`config.mk`:
```
export PLATFORM = sky130hd
export DESIGN_NAME = dp_sequencer
export DESIGN_NICKNAME = d
export VERILOG_FILES = /design/src/rtl/dp_ctrl_pkg.sv /design/src/rtl/mfc_timer.sv /design/src/rtl/dp_sequencer.sv
export SDC_FILE = /design/constraint.sdc
export NUM_CORES = 1
export LEC_CHECK = 0
export ABC_AREA = 1
export CORE_ASPECT_RATIO = 1.1
export CORE_MARGIN = 2
export CORE_UTILIZATION = 35
export CTS_CLUSTER_DIAMETER = 30
export DETAILED_ROUTE_END_ITERATION = 10
export HOLD_SLACK_MARGIN = 0.12
export PLACE_DENSITY = 0.83
export SKIP_LAST_GASP = 1
export SLEW_MARGIN = 30
export SYNTH_ARGS = -nofsm -noshare
export SYNTH_HDL_FRONTEND = slang
export SYNTH_SLANG_ARGS = --single-unit
```
`constraint.sdc`:
```
create_clock -name Clk -period 2.6 [get_ports Clk]
set_input_delay 0.52 -clock Clk [delete_from_list [all_inputs] [get_ports Clk]]
set_output_delay 0.52 -clock Clk [all_outputs]
set_load 0.02 [all_outputs]
```
`src/rtl/dp_ctrl_pkg.sv`:
```
`default_nettype none
// ============================================================================
//  Module      : dp_ctrl_pkg
//  Description : Shared constants for the datapath sequencer: state codes,
//                datapath mux selects, load-enable bit positions and the
//                instruction op/cond fields the sequencer decodes.
//  Revision    : 1.0 - initial release
// ============================================================================
package dp_ctrl_pkg;

    // Sequencer state encodings (4-bit, exported on the debug port)
    localparam logic [3:0] S_RST1    = 4'd0;
    localparam logic [3:0] S_RST2    = 4'd1;
    localparam logic [3:0] S_FETCH1  = 4'd2;
    localparam logic [3:0] S_FETCH2  = 4'd3;
    localparam logic [3:0] S_FETCH3  = 4'd4;
    localparam logic [3:0] S_DECODE  = 4'd5;
    localparam logic [3:0] S_ALU     = 4'd6;
    localparam logic [3:0] S_MADDR   = 4'd7;
    localparam logic [3:0] S_LD_WAIT = 4'd8;
    localparam logic [3:0] S_LD_WB   = 4'd9;
    localparam logic [3:0] S_ST_DATA = 4'd10;
    localparam logic [3:0] S_ST_WAIT = 4'd11;
    localparam logic [3:0] S_BR      = 4'd12;
    localparam logic [3:0] S_PC_UPD  = 4'd13;
    localparam logic [3:0] S_TRAP    = 4'd14;

    // Datapath mux selects
    localparam logic [1:0] MAR_SEL_ALU = 2'd0;
    localparam logic [1:0] MAR_SEL_PC  = 2'd1;
    localparam logic [1:0] MDR_SEL_RAM = 2'd0;
    localparam logic [1:0] MDR_SEL_RA  = 2'd1;
    localparam logic [1:0] CIN_SEL_ALU = 2'd2;
    localparam logic [1:0] CIN_SEL_MDR = 2'd3;
    localparam logic [1:0] nPC_SEL_ADD = 2'd0;
    localparam logic [1:0] nPC_SEL_BR  = 2'd2;
    localparam logic [1:0] ALU_SEL_RS2 = 2'd0;
    localparam logic [1:0] ALU_SEL_IMM = 2'd1;
    localparam logic       MOP_SEL_DATA  = 1'b0;
    localparam logic       MOP_SEL_FETCH = 1'b1;
    localparam logic       RA_SEL_RS1  = 1'b0;
    localparam logic       RA_SEL_RD   = 1'b1;

    // Bit positions inside le_n = {IRE,MDRE,MARE,PCE,nPCE,RFE,PSRE}
    localparam int LE_IRE  = 6;
    localparam int LE_MDRE = 5;
    localparam int LE_MARE = 4;
    localparam int LE_PCE  = 3;
    localparam int LE_NPCE = 2;
    localparam int LE_RFE  = 1;
    localparam int LE_PSRE = 0;

    // Instruction fields: op = IR[31:30], op2 = IR[24:22], cond = IR[28:25]
    localparam logic [1:0] OP_FMT2   = 2'b00;
    localparam logic [1:0] OP_ALU    = 2'b10;
    localparam logic [1:0] OP_MEM    = 2'b11;
    localparam logic [2:0] OP2_BICC  = 3'b010;
    localparam logic [3:0] COND_BN   = 4'b0000;
    localparam logic [3:0] COND_BE   = 4'b0001;
    localparam logic [3:0] COND_BA   = 4'b1000;
    localparam logic [3:0] COND_BNE  = 4'b1001;

    // Branch resolution; only Z participates for the supported conditions
    function automatic logic branch_taken(input logic [3:0] cond, input logic z);
        logic tk;
        case (cond)
            COND_BA:  tk = 1'b1;
            COND_BN:  tk = 1'b0;
            COND_BE:  tk = z;
            COND_BNE: tk = ~z;
            default:  tk = 1'b0;
        endcase
        return tk;
    endfunction

endpackage
`default_nettype wire

```
`src/rtl/mfc_timer.sv`:
```
`default_nettype none
// ============================================================================
//  Module      : mfc_timer
//  Description : Counts cycles spent in a memory wait state and flags the
//                last permitted cycle. The count is held at zero whenever the
//                sequencer is outside a wait state, so it is always zero on
//                entry (no wait state is ever entered from another one).
//  Revision    : 1.0 - initial release
// ============================================================================
module mfc_timer #(
    parameter int MFC_TIMEOUT = 15
) (
    input  logic clk,
    input  logic rst_n,
    input  logic i_wait,
    output logic o_expired
);

    localparam int c_W = (MFC_TIMEOUT > 1) ? $clog2(MFC_TIMEOUT) : 1;
    localparam logic [c_W-1:0] c_LAST = c_W'(MFC_TIMEOUT - 1);

    logic [c_W-1:0] r_cnt;

    // Wait-cycle counter; saturates on the final cycle so it never wraps
    always_ff @(posedge clk or negedge rst_n) begin
        if (!rst_n) begin
            r_cnt <= '0;
        end else if (!i_wait) begin
            r_cnt <= '0;
        end else if (r_cnt != c_LAST) begin
            r_cnt <= r_cnt + 1'b1;
        end
    end

    // High during the MFC_TIMEOUT-th consecutive wait cycle
    assign o_expired = i_wait && (r_cnt == c_LAST);

endmodule
`default_nettype wire

```
`src/rtl/dp_sequencer.sv`:
```
`default_nettype none
// ============================================================================
//  Module      : dp_sequencer
//  Description : Moore control sequencer for a SPARC-style datapath. Walks
//                fetch / decode / execute states, drives active-low load
//                enables and mux selects, and traps if memory never answers.
//  Revision    : 1.0 - initial release
// ============================================================================
module dp_sequencer
    import dp_ctrl_pkg::*;
#(
    parameter int MFC_TIMEOUT = 15
) (
    input  logic        Clk,
    input  logic        Clr,
    input  logic [31:0] IR,
    input  logic        MFC,
    input  logic [3:0]  icc,
    output logic [6:0]  le_n,
    output logic        clr_n,
    output logic        MFA,
    output logic [1:0]  MAR_SEL,
    output logic [1:0]  MDR_SEL,
    output logic [1:0]  nPC_SEL,
    output logic [1:0]  ALU_SEL,
    output logic [1:0]  CIN_SEL,
    output logic        RA_SEL,
    output logic        MOP_SEL,
    output logic        nPC_ADD,
    output logic        alue,
    output logic [3:0]  state,
    output logic        trap
);

    logic [3:0] r_state;
    logic [3:0] w_next;
    logic       w_in_wait;
    logic       w_expired;
    logic       w_taken;
    logic [1:0] w_alu_sel;
    logic       w_unused_in;

    assign state     = r_state;
    assign w_in_wait = (r_state == S_FETCH2) || (r_state == S_LD_WAIT) ||
                       (r_state == S_ST_WAIT);
    assign w_taken   = branch_taken(IR[28:25], icc[2]);
    assign w_alu_sel = IR[13] ? ALU_SEL_IMM : ALU_SEL_RS2;

    // Instruction and flag bits this sequencer does not decode
    assign w_unused_in = ^{IR[29], IR[20:14], IR[12:0], icc[3], icc[1:0]};

    mfc_timer #(
        .MFC_TIMEOUT (MFC_TIMEOUT)
    ) u_mfc_timer (
        .clk       (Clk),
        .rst_n     (Clr),
        .i_wait    (w_in_wait),
        .o_expired (w_expired)
    );

    // State register; Clr low forces RST1 immediately
    always_ff @(posedge Clk or negedge Clr) begin
        if (!Clr) begin
            r_state <= S_RST1;
        end else begin
            r_state <= w_next;
        end
    end

    // Next-state logic; in wait states MFC wins over an expiring timer
    always_comb begin
        w_next = r_state;
        case (r_state)
            S_RST1:   w_next = S_RST2;
            S_RST2:   w_next = S_FETCH1;
            S_FETCH1: w_next = S_FETCH2;
            S_FETCH2: begin
                if (MFC)            w_next = S_FETCH3;
                else if (w_expired) w_next = S_TRAP;
            end
            S_FETCH3: w_next = S_DECODE;
            S_DECODE: begin
                case (IR[31:30])
                    OP_ALU:  w_next = S_ALU;
                    OP_MEM:  w_next = S_MADDR;
                    OP_FMT2: w_next = (IR[24:22] == OP2_BICC) ? S_BR : S_PC_UPD;
                    default: w_next = S_PC_UPD;
                endcase
            end
            S_ALU:     w_next = S_PC_UPD;
            S_MADDR:   w_next = IR[21] ? S_ST_DATA : S_LD_WAIT;
            S_LD_WAIT: begin
                if (MFC)            w_next = S_LD_WB;
                else if (w_expired) w_next = S_TRAP;
            end
            S_LD_WB:   w_next = S_PC_UPD;
            S_ST_DATA: w_next = S_ST_WAIT;
            S_ST_WAIT: begin
                if (MFC)            w_next = S_PC_UPD;
                else if (w_expired) w_next = S_TRAP;
            end
            S_BR:      w_next = w_taken ? S_FETCH1 : S_PC_UPD;
            S_PC_UPD:  w_next = S_FETCH1;
            S_TRAP:    w_next = S_TRAP;
            default:   w_next = S_RST1;
        endcase
    end

    // Output decode from the registered state (plus IR/icc where needed)
    always_comb begin
        le_n    = '1;
        clr_n   = 1'b1;
        MFA     = 1'b0;
        MAR_SEL = 2'd0;
        MDR_SEL = 2'd0;
        nPC_SEL = 2'd0;
        ALU_SEL = 2'd0;
        CIN_SEL = 2'd0;
        RA_SEL  = 1'b0;
        MOP_SEL = 1'b0;
        nPC_ADD = 1'b0;
        alue    = 1'b0;
        trap    = 1'b0;
        case (r_state)
            S_RST1: clr_n = 1'b0;
            S_RST2: begin
                le_n[LE_NPCE] = 1'b0;
                nPC_ADD       = 1'b1;
            end
            S_FETCH1: begin
                MAR_SEL       = MAR_SEL_PC;
                le_n[LE_MARE] = 1'b0;
            end
            S_FETCH2: begin
                MOP_SEL       = MOP_SEL_FETCH;
                MDR_SEL       = MDR_SEL_RAM;
                MFA           = 1'b1;
                le_n[LE_MDRE] = 1'b0;
            end
            S_FETCH3: le_n[LE_IRE] = 1'b0;
            S_ALU: begin
                ALU_SEL       = w_alu_sel;
                RA_SEL        = RA_SEL_RS1;
                CIN_SEL       = CIN_SEL_ALU;
                le_n[LE_RFE]  = 1'b0;
                le_n[LE_PSRE] = 1'b0;
                alue          = 1'b1;
            end
            S_MADDR: begin
                ALU_SEL       = w_alu_sel;
                MAR_SEL       = MAR_SEL_ALU;
                le_n[LE_MARE] = 1'b0;
            end
            S_LD_WAIT: begin
                MOP_SEL       = MOP_SEL_DATA;
                MDR_SEL       = MDR_SEL_RAM;
                MFA           = 1'b1;
                le_n[LE_MDRE] = 1'b0;
            end
            S_LD_WB: begin
                CIN_SEL      = CIN_SEL_MDR;
                le_n[LE_RFE] = 1'b0;
            end
            S_ST_DATA: begin
                RA_SEL        = RA_SEL_RD;
                MDR_SEL       = MDR_SEL_RA;
                le_n[LE_MDRE] = 1'b0;
            end
            S_ST_WAIT: begin
                MOP_SEL = MOP_SEL_DATA;
                MFA     = 1'b1;
            end
            S_BR: begin
                if (w_taken) begin
                    le_n[LE_PCE]  = 1'b0;
                    le_n[LE_NPCE] = 1'b0;
                    nPC_SEL       = nPC_SEL_BR;
                end
            end
            S_PC_UPD: begin
                le_n[LE_PCE]  = 1'b0;
                le_n[LE_NPCE] = 1'b0;
                nPC_SEL       = nPC_SEL_ADD;
                nPC_ADD       = 1'b1;
            end
            S_TRAP: trap = 1'b1;
            default: ;
        endcase
    end

endmodule
`default_nettype wire

```
==> impl_table.tex <==
\begin{tabular}{lr}
\hline
Metric & Value \\
\hline
\multicolumn{2}{l}{\textbf{Power and ir drop}} \\
\quad Logic gate share of total power & 73.2\% \\
\quad Switch share & 52.1\% \\
\quad Relative contribution of sequential cells to total power & 19.7\% \\
\quad Clock network power share & 7.1\% \\
\quad Cell internal power dissipation & 0.621 mW \\
\quad Reported leakage power & 0.631 nW \\
\quad Total power draw & 1.30 mW \\
\quad Power density of the placed cells & 1060 nW/µm² \\
\quad Reported net switching power & 0.676 mW \\
\quad Worst vdd ir & 0.448 mV \\
\multicolumn{2}{l}{\textbf{Critical path}} \\
\quad Critical Path End Type & primary output \\
\quad Worst path slowest cell & sky130\_fd\_sc\_hd\_\_clkdlybuf4s50\_1 \\
\quad Cell breakdown of the critical path & inv\_2, nor2\_4, nand2\_1, nand2\_1, clkdlybuf4s50\_1 \\
\quad CP Data Arrival Time & 1.94 ns \\
\quad Library cell appearing most often on the critical path & sky130\_fd\_sc\_hd\_\_nand2\_1 \\
\quad Critical setup path kind & register to primary output \\
\quad CP Launch Type & register \\
\quad CP max stage delay & 0.62 ns \\
\quad Dominant delay contributor by cell family on the critical path & buffers and inverters \\
\quad Data required time of the critical path & 2.08 ns \\
\quad Worst path bufs/invs & 2 \\
\quad Max FO, Critical Path & 8 \\
\multicolumn{2}{l}{\textbf{Timing}} \\
\quad Tightest hold margin & 0.546 ns \\
\quad Achievable clock frequency & 407 MHz \\
\quad Setup repair after global routing missed its margin & no \\
\quad Post-route clock period utilization & 94.5\% \\
\quad \# setup viols final & 0 \\
\quad Worst Skew & 0.00251 ns \\
\quad Min Clock Period, post-route & 2.46 ns \\
\quad Final hold viol count & 0 \\
\quad Final-report max-slew violation count & 0 \\
\multicolumn{2}{l}{\textbf{Placement}} \\
\quad Routability congestion estimate from global placement & 0.906 \\
\quad Detailed Place HPWL & 1660 µm \\
\quad Number of buffers added on ports & 38 \\
\multicolumn{2}{l}{\textbf{Logic synthesis}} \\
\quad Post-Syn Instances & 127 \\
\quad Syn Area/Cell & 6.38 µm² \\
\quad Sequential share of the synthesized area & 24.7\% \\
\quad Async set or reset register ratio after synthesis & 100\% \\
\quad Number of register bits inferred by synthesis & 8 \\
\quad Yosys top cell area share & 24.7\% \\
\quad Top cell types by occurrence after synthesis & sky130\_fd\_sc\_hd\_\_nand2\_1, sky130\_fd\_sc\_hd\_\_inv\_1, sky130\_fd\_sc\_hd\_\_nor2\_1 \\
\quad Most used flip-flop cell after synthesis & sky130\_fd\_sc\_hd\_\_dfrtp\_1 \\
\quad Cell type with the largest total area after synthesis & sky130\_fd\_sc\_hd\_\_dfrtp\_1 \\
\quad Biggest area contributors in the synthesized netlist & sky130\_fd\_sc\_hd\_\_dfrtp\_1, sky130\_fd\_sc\_hd\_\_nand2\_1, sky130\_fd\_sc\_hd\_\_inv\_1 \\
\quad Number of unique standard cell types used by synthesis & 27 \\
\quad Yosys warnings & 0 \\
\quad Netlist area before placement & 811 µm² \\
\quad Cell with the most instances after synthesis & sky130\_fd\_sc\_hd\_\_nand2\_1 \\
\quad Number of enable-type register cells in the synthesized netlist & 0 \\
\multicolumn{2}{l}{\textbf{CTS}} \\
\quad Total clock buffers created by CTS & 3 \\
\quad Number of clock sinks seen by CTS & 8 \\
\quad Clock buffer depth & 2 \\
\quad Worst-skew pair later-pin latency & 0.25 ns \\
\quad Root buffer selected by CTS & sky130\_fd\_sc\_hd\_\_clkbuf\_4 \\
\quad H-tree depth reported by CTS & 1 \\
\quad TritonCTS clock tree & done \\
\quad Cts-stage hold buffer count & 0 \\
\quad Clock transition at the registers of the reported paths & 0.05 ns \\
\multicolumn{2}{l}{\textbf{Floorplanning}} \\
\quad Die area & 2720 µm² \\
\quad Count of standard-cell rows & 18 \\
\quad Die W & 49.9 µm \\
\quad Die Y & 54.5 µm \\
\quad Core box area & 2230 µm² \\
\quad Number of top-level pins & 67 \\
\quad Starting density of the core & 36.4\% \\
\multicolumn{2}{l}{\textbf{Detailed routing}} \\
\quad Number of remaining DRC errors & 0 \\
\quad Total number of vias & 922 \\
\quad Detail Route Antenna Nets & 0 \\
\quad Number of detailed-route iterations in the first pass & 4 \\
\quad Vias per Instance & 4.68 \\
\quad Final wirelength & 2030 µm \\
\quad Per-cell routed wire length & 10.3 µm \\
\quad Initial detailed-routing violation count & 17 \\
\multicolumn{2}{l}{\textbf{Cells and area}} \\
\quad Fin nets & 210 \\
\quad P\&R area growth vs syn & 51.5\% \\
\quad Fraction of the core area covered by cells at the end of the flow & 55.1\% \\
\quad Share of post-route cells with drive strength above 1 & 11.4\% \\
\quad Count of inserted antenna diode cells & 0 \\
\multicolumn{2}{l}{\textbf{GRT}} \\
\quad Number of global-route vias before repair & 860 \\
\quad Overflow left after global routing & 0 \\
\quad Maximum number of pins on one net before global-route repair & 10 \\
\quad Wire length of the first global-routing pass & 3350 µm \\
\quad Total routing resource utilization after global routing & 15.5\% \\
\quad Number of antenna violations at the first check in global routing & 0 \\
\multicolumn{2}{l}{\textbf{Job}} \\
\quad Maxcap violations & 0 \\
\multicolumn{2}{l}{\textbf{Worst hold path}} \\
\quad Type of the worst min-delay path & input pin to async pin \\
\multicolumn{2}{l}{\textbf{Outcome}} \\
\quad Outcome & finished clean \\
\hline
\end{tabular}
metal layers:
layer | track usage, % | up-vias | share of wire (%)
met5 | 0 | - | 0
met4 | 2.78 | 0 | 0
met3 | 3.55 | 0 | 7.2
met2 | 30.2 | 40 | 50
met1 | 17.5 | 412 | 43
li1 | - | 470 | -
layout make-up:
| class | instances | area, µm² |
|---|---|---|
| clock buffer | 3 | 22.5 |
| fill | 208 | 1000 |
| sequential | 8 | 200 |
| multi-input combinational | 88 | 468 |
| inverter | 28 | 105 |
| tap | 30 | 37.5 |
| timing repair buffer | 40 | 395 |
cell usage in the layout, fill, tap and decap left out, types with 3 or more instances in the layout:
master                            count
sky130_fd_sc_hd__nand2_1             28
sky130_fd_sc_hd__nand3_1             11
sky130_fd_sc_hd__clkdlybuf4s50_1     35
sky130_fd_sc_hd__conb_1               4
sky130_fd_sc_hd__dfrtp_1              8
sky130_fd_sc_hd__clkbuf_4             3
sky130_fd_sc_hd__inv_2                4
sky130_fd_sc_hd__nor2_4               3
sky130_fd_sc_hd__nor2_1              12
sky130_fd_sc_hd__nand4_1              3
sky130_fd_sc_hd__a21oi_1              4
sky130_fd_sc_hd__o21ai_0              4
sky130_fd_sc_hd__inv_1               24
registers in the layout, summed over array words and instances, names as in the netlist:
signal and flops:
state 4, u_mfc_timer.r_cnt 4
kinds of logic (layout without fill, tap and decap cells):
kind of cell	after synthesis	after routing	synth area share [%]
compound gates	12	12	8.33
xor+xnor	2	2	2.16
fa+ha+maj	2	2	3.09
buf+inv	34	71	19.0
flops	8	8	24.7
other cells	1	4	0.463
simple gates	68	68	42.3
stage by stage:
| stage | setup TNS (ns) | cells | setup WS (ns) | area (µm²) |
|---|---|---|---|---|
| floorplan | 0 | 130 | 0.476 | 822 |
| global placement | 0 | 194 | 0.0220 | 1210 |
| detailed placement | -0.0124 | 194 | -0.00622 | 1210 |
| CTS | 0 | 197 | 0.0411 | 1230 |
| global route | 0 | 197 | 0.0381 | 1230 |
| finish | 0 | 197 | 0.144 | 1230 |
power groups by stage:
stage | Sequential, mW | Combinational, mW | Clock [mW]
after global routing | 0.267 | 1.03 | 0.104
after floorplan | 0.262 | 0.577 | 0
final | 0.256 | 0.950 | 0.0919
after global placement | 0.255 | 0.944 | 0
after CTS | 0.257 | 0.954 | 0.0946
after detailed placement | 0.258 | 0.956 | 0
worst register-to-register path, stage by stage, from the launching register on:
cell and delay, ns:
sky130_fd_sc_hd__dfrtp_1 0.39, sky130_fd_sc_hd__inv_1 0.10, sky130_fd_sc_hd__ha_1 0.14, sky130_fd_sc_hd__nand2_1 0.05, sky130_fd_sc_hd__nor2_1 0.35, sky130_fd_sc_hd__inv_1 0.17, sky130_fd_sc_hd__o211ai_1 0.19, sky130_fd_sc_hd__inv_1 0.06
path summary, 6_finish.rpt:
path	startpoint	endpoint	slack, ns	depth (start not counted)
max in group asynchronous	Clr	state[0]	1.80	1
setup reg to reg	u_mfc_timer.r_cnt[0]	u_mfc_timer.r_cnt[1]	1.05	7
hold / removal	Clr	u_mfc_timer.r_cnt[3]	0.55	1
hold reg to reg	u_mfc_timer.r_cnt[1]	u_mfc_timer.r_cnt[1]	0.58	2
setup / recovery	state[1]	CIN_SEL[1]	0.14	5
min in group Clk	u_mfc_timer.r_cnt[1]	u_mfc_timer.r_cnt[1]	0.58	2
timing repair:
item / in CTS / in global routing
setup endpoints to repair: 2 / 1
pin swaps: 0 / 0
buffers inserted: 0 / 0
resized for setup: 2 / 1
(Power assumes the default switching activity.)
